$ cat src/rtl/alu_issue.sv
// alu_issue: registered MIPS ALU decode feeding a two-entry elastic (OUT + SKID) issue buffer
module alu_issue #(
  parameter int NB_DATA      = 32,
  parameter int NB_OPERATION = 4,
  parameter int NB_INSTR     = 32,
  parameter int NB_REG_ADDR  = 5
) (
  input  logic                    i_clock,
  input  logic                    i_reset,
  input  logic                    i_flush,
  input  logic                    i_valid,
  output logic                    o_ready,
  input  logic [NB_INSTR-1:0]     i_instr,
  input  logic [NB_DATA-1:0]      i_rs_data,
  input  logic [NB_DATA-1:0]      i_rt_data,
  output logic                    o_valid,
  input  logic                    i_ready,
  output logic [NB_OPERATION-1:0] o_op,
  output logic [NB_DATA-1:0]      o_data_a,
  output logic [NB_DATA-1:0]      o_data_b,
  output logic [NB_REG_ADDR-1:0]  o_wr_reg,
  output logic                    o_illegal
);
  localparam logic [NB_OPERATION-1:0] OP_ADD = 'd0;
  localparam logic [NB_OPERATION-1:0] OP_SUB = 'd1;
  localparam logic [NB_OPERATION-1:0] OP_AND = 'd2;
  localparam logic [NB_OPERATION-1:0] OP_OR  = 'd3;
  localparam logic [NB_OPERATION-1:0] OP_XOR = 'd4;
  localparam logic [NB_OPERATION-1:0] OP_NOR = 'd5;
  localparam logic [NB_OPERATION-1:0] OP_SRL = 'd6;
  localparam logic [NB_OPERATION-1:0] OP_SLL = 'd7;
  localparam logic [NB_OPERATION-1:0] OP_SRA = 'd8;
  localparam logic [NB_OPERATION-1:0] OP_SLT = 'd10;
  localparam logic [NB_OPERATION-1:0] OP_LUI = 'd11;
  localparam logic [NB_OPERATION-1:0] OP_ILL = 'd15;

  typedef struct packed {
    logic [NB_OPERATION-1:0] op;
    logic [NB_DATA-1:0]      a;
    logic [NB_DATA-1:0]      b;
    logic [NB_REG_ADDR-1:0]  wr;
    logic                    ill;
  } ent_t;

  typedef enum logic [1:0] {EMPTY, ONE, TWO} state_t;

  localparam ent_t BAD = '{OP_ILL, '0, '0, '0, 1'b1};

  function automatic ent_t mk(input logic [NB_OPERATION-1:0] op, input logic [NB_DATA-1:0] a,
                              input logic [NB_DATA-1:0] b, input logic [NB_REG_ADDR-1:0] wr);
    return '{op, a, b, wr, 1'b0};
  endfunction

  logic [5:0]             opc, funct;
  logic [NB_REG_ADDR-1:0] rt, rd;
  logic [15:0]            imm;
  logic [NB_DATA-1:0]     sext, zext, shz;
  logic [4:0]             unused_rs;
  ent_t                   dec, out_q, skid_q;
  state_t                 state, nxt;
  logic                   rdy_q, up, dn, ld_out, ld_skid;

  assign opc       = i_instr[31:26];
  assign funct     = i_instr[5:0];
  assign rt        = NB_REG_ADDR'(i_instr[20:16]);
  assign rd        = NB_REG_ADDR'(i_instr[15:11]);
  assign imm       = i_instr[15:0];
  assign unused_rs = i_instr[25:21];
  assign sext      = {{(NB_DATA-16){imm[15]}}, imm};
  assign zext      = {{(NB_DATA-16){1'b0}}, imm};
  assign shz       = {{(NB_DATA-5){1'b0}}, i_instr[10:6]};

  always_comb begin
    dec = BAD;
    case (opc)
      6'b000000:
        case (funct)
          6'b100000, 6'b100001: dec = mk(OP_ADD, i_rs_data, i_rt_data, rd);
          6'b100010, 6'b100011: dec = mk(OP_SUB, i_rs_data, i_rt_data, rd);
          6'b100100: dec = mk(OP_AND, i_rs_data, i_rt_data, rd);
          6'b100101: dec = mk(OP_OR,  i_rs_data, i_rt_data, rd);
          6'b100110: dec = mk(OP_XOR, i_rs_data, i_rt_data, rd);
          6'b100111: dec = mk(OP_NOR, i_rs_data, i_rt_data, rd);
          6'b101010: dec = mk(OP_SLT, i_rs_data, i_rt_data, rd);
          6'b000000: dec = mk(OP_SLL, i_rt_data, shz, rd);
          6'b000010: dec = mk(OP_SRL, i_rt_data, shz, rd);
          6'b000011: dec = mk(OP_SRA, i_rt_data, shz, rd);
          6'b000100: dec = mk(OP_SLL, i_rt_data, i_rs_data, rd);
          6'b000110: dec = mk(OP_SRL, i_rt_data, i_rs_data, rd);
          6'b000111: dec = mk(OP_SRA, i_rt_data, i_rs_data, rd);
          default:   dec = BAD;
        endcase
      6'b001000, 6'b001001, 6'b100011: dec = mk(OP_ADD, i_rs_data, sext, rt);
      6'b001010: dec = mk(OP_SLT, i_rs_data, sext, rt);
      6'b001100: dec = mk(OP_AND, i_rs_data, zext, rt);
      6'b001101: dec = mk(OP_OR,  i_rs_data, zext, rt);
      6'b001110: dec = mk(OP_XOR, i_rs_data, zext, rt);
      6'b001111: dec = mk(OP_LUI, '0, zext, rt);
      6'b101011: dec = mk(OP_ADD, i_rs_data, sext, '0);
      default:   dec = BAD;
    endcase
  end

  assign up = i_valid & rdy_q;
  assign dn = (state != EMPTY) & i_ready;

  always_comb begin
    nxt     = i_flush ? EMPTY :
              state == EMPTY ? (up ? ONE : EMPTY) :
              state == ONE   ? (up & !dn ? TWO : !up & dn ? EMPTY : ONE) :
              (dn ? ONE : TWO);
    ld_out  = !i_flush & (state == TWO ? dn : up & (state == EMPTY | dn));
    ld_skid = !i_flush & (state == ONE) & up & !dn;
  end

  // SKID only ever refills OUT from state TWO, where no new entry can arrive
  always_ff @(posedge i_clock) begin
    if (i_reset) begin
      state  <= EMPTY;
      rdy_q  <= 1'b1;
      out_q  <= '0;
      skid_q <= '0;
    end else begin
      state <= nxt;
      rdy_q <= nxt != TWO;
      if (ld_out) out_q <= state == TWO ? skid_q : dec;
      if (ld_skid) skid_q <= dec;
    end
  end

  assign o_ready   = rdy_q;
  assign o_valid   = state != EMPTY;
  assign o_op      = out_q.op;
  assign o_data_a  = out_q.a;
  assign o_data_b  = out_q.b;
  assign o_wr_reg  = out_q.wr;
  assign o_illegal = out_q.ill;
endmodule

$ cat config.mk
export PLATFORM = sky130hd
export DESIGN_NAME = alu_issue
export DESIGN_NICKNAME = d
export VERILOG_FILES = /design/src/rtl/alu_issue.sv
export SDC_FILE = /design/constraint.sdc
export NUM_CORES = 1
export LEC_CHECK = 0
export CORE_MARGIN = 8
export CORE_UTILIZATION = 35
export DETAILED_ROUTE_END_ITERATION = 16
export SLEW_MARGIN = 20
export SYNTH_ARGS = -nofsm -noshare
export SYNTH_HDL_FRONTEND = slang
export SYNTH_SLANG_ARGS = --single-unit
$ cat constraint.sdc
create_clock -name i_clock -period 8.5 [get_ports i_clock]
set_clock_uncertainty 0.2 [all_clocks]
set_input_delay 2.55 -clock i_clock [delete_from_list [all_inputs] [get_ports i_clock]]
set_output_delay 2.55 -clock i_clock [all_outputs]
set_load 0.03 [all_outputs]
==> key figures <==
Drt
  – Vias: 7,486
  – Drt wl/cell: 20.4 um
  – Drt total wl: 25,900 um
  – ANT nets after route: 0
  – Vias per cell: 5.89
  – TritonRoute pass-1 iters: 5
  – Drt initial violations: 719
  – Residual DRC count: 0

Place
  – Placed Instance Area: 9150 sq um
  – RD Place Congestion: 0.842
  – Buffers on Ports: 171
  – Cell count after placement: 1,241
  – DP HPWL: 16,800 um

Layout
  – Layout cells sized above 1: 6.43%
  – Biggest register: skid_q
  – Net count of the finished layout: 1,087
  – Antenna diode count: 0
  – Post-Route Utilization: 46.7%
  – Area Growth Syn to Fin: 32.3%
  – Fin area: 9690 sq um
  – Number of flip-flops under the largest register name: 74
  – Filler cells: 2,038
  – Post-Layout Cell Count: 1,271

Critical path
  – Crit-path cells: clkdlybuf4s50_1, or3b_2, a211oi_2, nand2_1, a222oi_1, a21oi_1
  – Crit path buf inv count: 1
  – Startpoint types: input port
  – Reg-to-reg critical path endpoint: o_data_b[1]$_SDFFE_PP0P_
  – CP arrival: 5.85 ns
  – Crit Reg-Reg Startpoint: state[0]$_SDFF_PP0_
  – Crit Path Class: in -> reg
  – Max FO, Critical Path: 27
  – Crit. End Element: flop
  – Worst R2R Path Depth: 5
  – Max incr delay on CP: 0.92 ns
  – Kind of cell adding the most delay to the critical path: compound AO/OA/AOI/OAI gates
  – Critical path data required time: 8.56 ns
  – Flop-to-flop setup slack: 5.79 ns
  – CP max-delay cell: clkdlybuf4s50_1

Clock network
  – Post_cts resized: 0
  – Setup repair bufs after CTS: 0
  – TritonCTS clock tree: yes
  – Root buf cell: clkbuf_16
  – Clk sinks: 151
  – Clk Latency, worst-skew pair: 0.41 ns
  – H-tree Lvls: 4
  – Number of hold buffers added after CTS: 0
  – Number of buffers created by CTS: 17
  – Clk buf depth: 2
  – Clock Pin Slew Worst Setup and Hold Paths: 0.06 ns

Power
  – P_leak: 3.30 nW
  – Pwr dens: 174 nW/um^2
  – Peak supply drop: 0.130 mV
  – Final Total Pwr: 1.68 mW

Yosys
  – Synth Flop Type: dfxtp_1
  – Synthesized area: 7330 sq um
  – Cells after Synth: 879
  – Average size of a mapped cell: 8.34 sq um
  – Synthesized flop and latch total: 151
  – Post-synthesis sequential area ratio: 41.3%
  – EDFF count, synth: 0
  – Async SR Flop Fraction: 0%
  – Syn Nets: 981
  – Unique masters post-synth: 55
  – Syn. warnings: 0

STA
  – Final Slew Violations: 0
  – Rel. slew slack: 27.7%
  – Tcrit/Tclk final: 68.2%
  – Minimum clock period after layout: 5.80 ns
  – Max Clk Rate: 173 MHz
  – RSZ-0062 raised after global routing: no
  – Fin. Hold Viols: 0
  – Setup TNS: 0 ns
  – Slew @ Worst Pin: 1.08 ns
  – Final setup viols: 0

Min path
  – Hold-critical path depth: 2
  – Worst Hold Path EP: skid_q[0]$_SDFFE_PP0P_
  – Hold WC Path Type: reg -> reg
  – Hold path startpoint: skid_q[0]$_SDFFE_PP0P_

Floorplanning
  – Die height: 161 um
  – Rows: 53
  – Die Footprint: 25,800 sq um
  – Core footprint: 20,800 sq um
  – Die X: 161 um
  – Starting Density: 35.3%
  – I/O pin total: 177

Outcome
  – Outcome: finished clean

Flow run
  – Max Cap Violations: 0

Global routing
  – Initial antenna violation count: 1
  – Overall Global Routing Usage: 19.5%
  – Largest net degree at the start of global routing: 123
  – Vias in the first global route: 7,026
  – First-pass GRT wire length: 40,300 um
  – Congestion Overflow GR: 0
## per-stage QoR
stage                     hold WS (ns)  setup slack, ns
after floorplan                  0.237             3.80
after global placement           0.247             2.33
final                            0.260             2.70
after CTS                        0.260             2.72
after detailed placement         0.253             2.29
after global routing             0.294             2.46
## layer usage
metal | GRT usage, % | vias up | wire [um]
met5 | 0 | - | 0
met4 | 5.10 | 0 | 237
met3 | 4.53 | 14 | 1920
li1 | - | 3612 | -
met2 | 28.4 | 288 | 11200
met1 | 28.1 | 3572 | 12500
## cell usage in the layout (no fill, tap or decap), drive strengths merged, types with 2 or more instances in the layout
cell,count
mux2i,7
nand2b,4
o21ai,152
a21oi,53
nor3,6
clkdlybuf4s50,171
a22oi,17
nand2,53
clkinvlp,3
a221oi,80
or4,2
nor4b,2
a211oi,8
nor2b,7
or3b,3
o21a,10
or3,2
clkbuf,17
nor4bb,2
clkinv,9
a2bb2oi,10
a222oi,2
nand3,39
o22ai,2
o31ai,33
nor2,43
o221ai,2
a31oi,12
a22o,26
and3,9
o211ai,7
dfxtp,151
inv,9
or2,2
buf,13
and4,6
nor4,7
## worst min-delay path: cells and delay by family, from the launching register on
family / cells / cell delay, ns
compound gates: 1 / 0.05
flops: 1 / 0.31
simple gates: 1 / 0.05
## synthesized netlist by cell type, drive strengths merged, types with 7 or more instances
master / n / area (sq um)
nand2: 53 / 199
a22oi: 17 / 128
o21ai: 152 / 761
a221oi: 80 / 701
a21oi: 53 / 269
and3: 9 / 56.3
o21a: 10 / 75.1
buf: 15 / 80.1
a211oi: 8 / 65.1
a31oi: 12 / 75.1
nor2: 43 / 161
clkbuf: 82 / 308
nor4: 7 / 58.8
nand3: 39 / 195
dfxtp: 151 / 3020
nor2b: 7 / 43.8
a2bb2oi: 10 / 87.6
inv: 8 / 30.0
mux2i: 7 / 70.1
a22o: 26 / 228
o31ai: 33 / 248
o211ai: 7 / 52.6
## how the worst max path moves through the flow
stage,slack [ns],to,depth (start not counted),startpoint
3_3_place_gp,2.33,skid_q[70]$_SDFFE_PP0P_,6,i_instr[5]
5_1_grt,2.46,skid_q[70]$_SDFFE_PP0P_,6,i_instr[5]
4_1_cts,2.72,skid_q[70]$_SDFFE_PP0P_,6,i_instr[5]
6_report,2.70,skid_q[70]$_SDFFE_PP0P_,6,i_instr[5]
2_1_floorplan,3.80,o_data_b[31]$_SDFFE_PP0P_,8,i_instr[1]
3_5_place_dp,2.29,skid_q[70]$_SDFFE_PP0P_,6,i_instr[5]
## power by group
part / switching, mW / internal [mW] / total, mW
logic: 0.144 / 0.102 / 0.246
clock network: 0.305 / 0.397 / 0.702
registers: 0.0109 / 0.726 / 0.737
## cell type report
type                       instances  area [sq um]  area share [%]
clock buffer                      17           425            4.39
clock inverter                    13           109            1.12
inverter                           9          35.0           0.361
multi-input combinational        622          3950            40.7
sequential                       151          3020            31.2
tap                              275           344            3.55
timing repair buffer             184          1810            18.7
## cell families (layout without fill, tap and decap cells)
logic type               after synthesis  count (layout)  share of synthesized area (%)
AO/OA/AOI/OAI                        421             421                           38.3
XOR/XNOR                               1               1                          0.120
adder cells (fa/ha/maj)                1               1                          0.171
buffers and inverters                106             223                           5.75
flip-flops                           151             151                           41.3
multiplexers                           7               7                          0.956
AND/OR/NAND/NOR                      192             192                           13.4
Note: power is estimated with default switching activity, not from simulation.
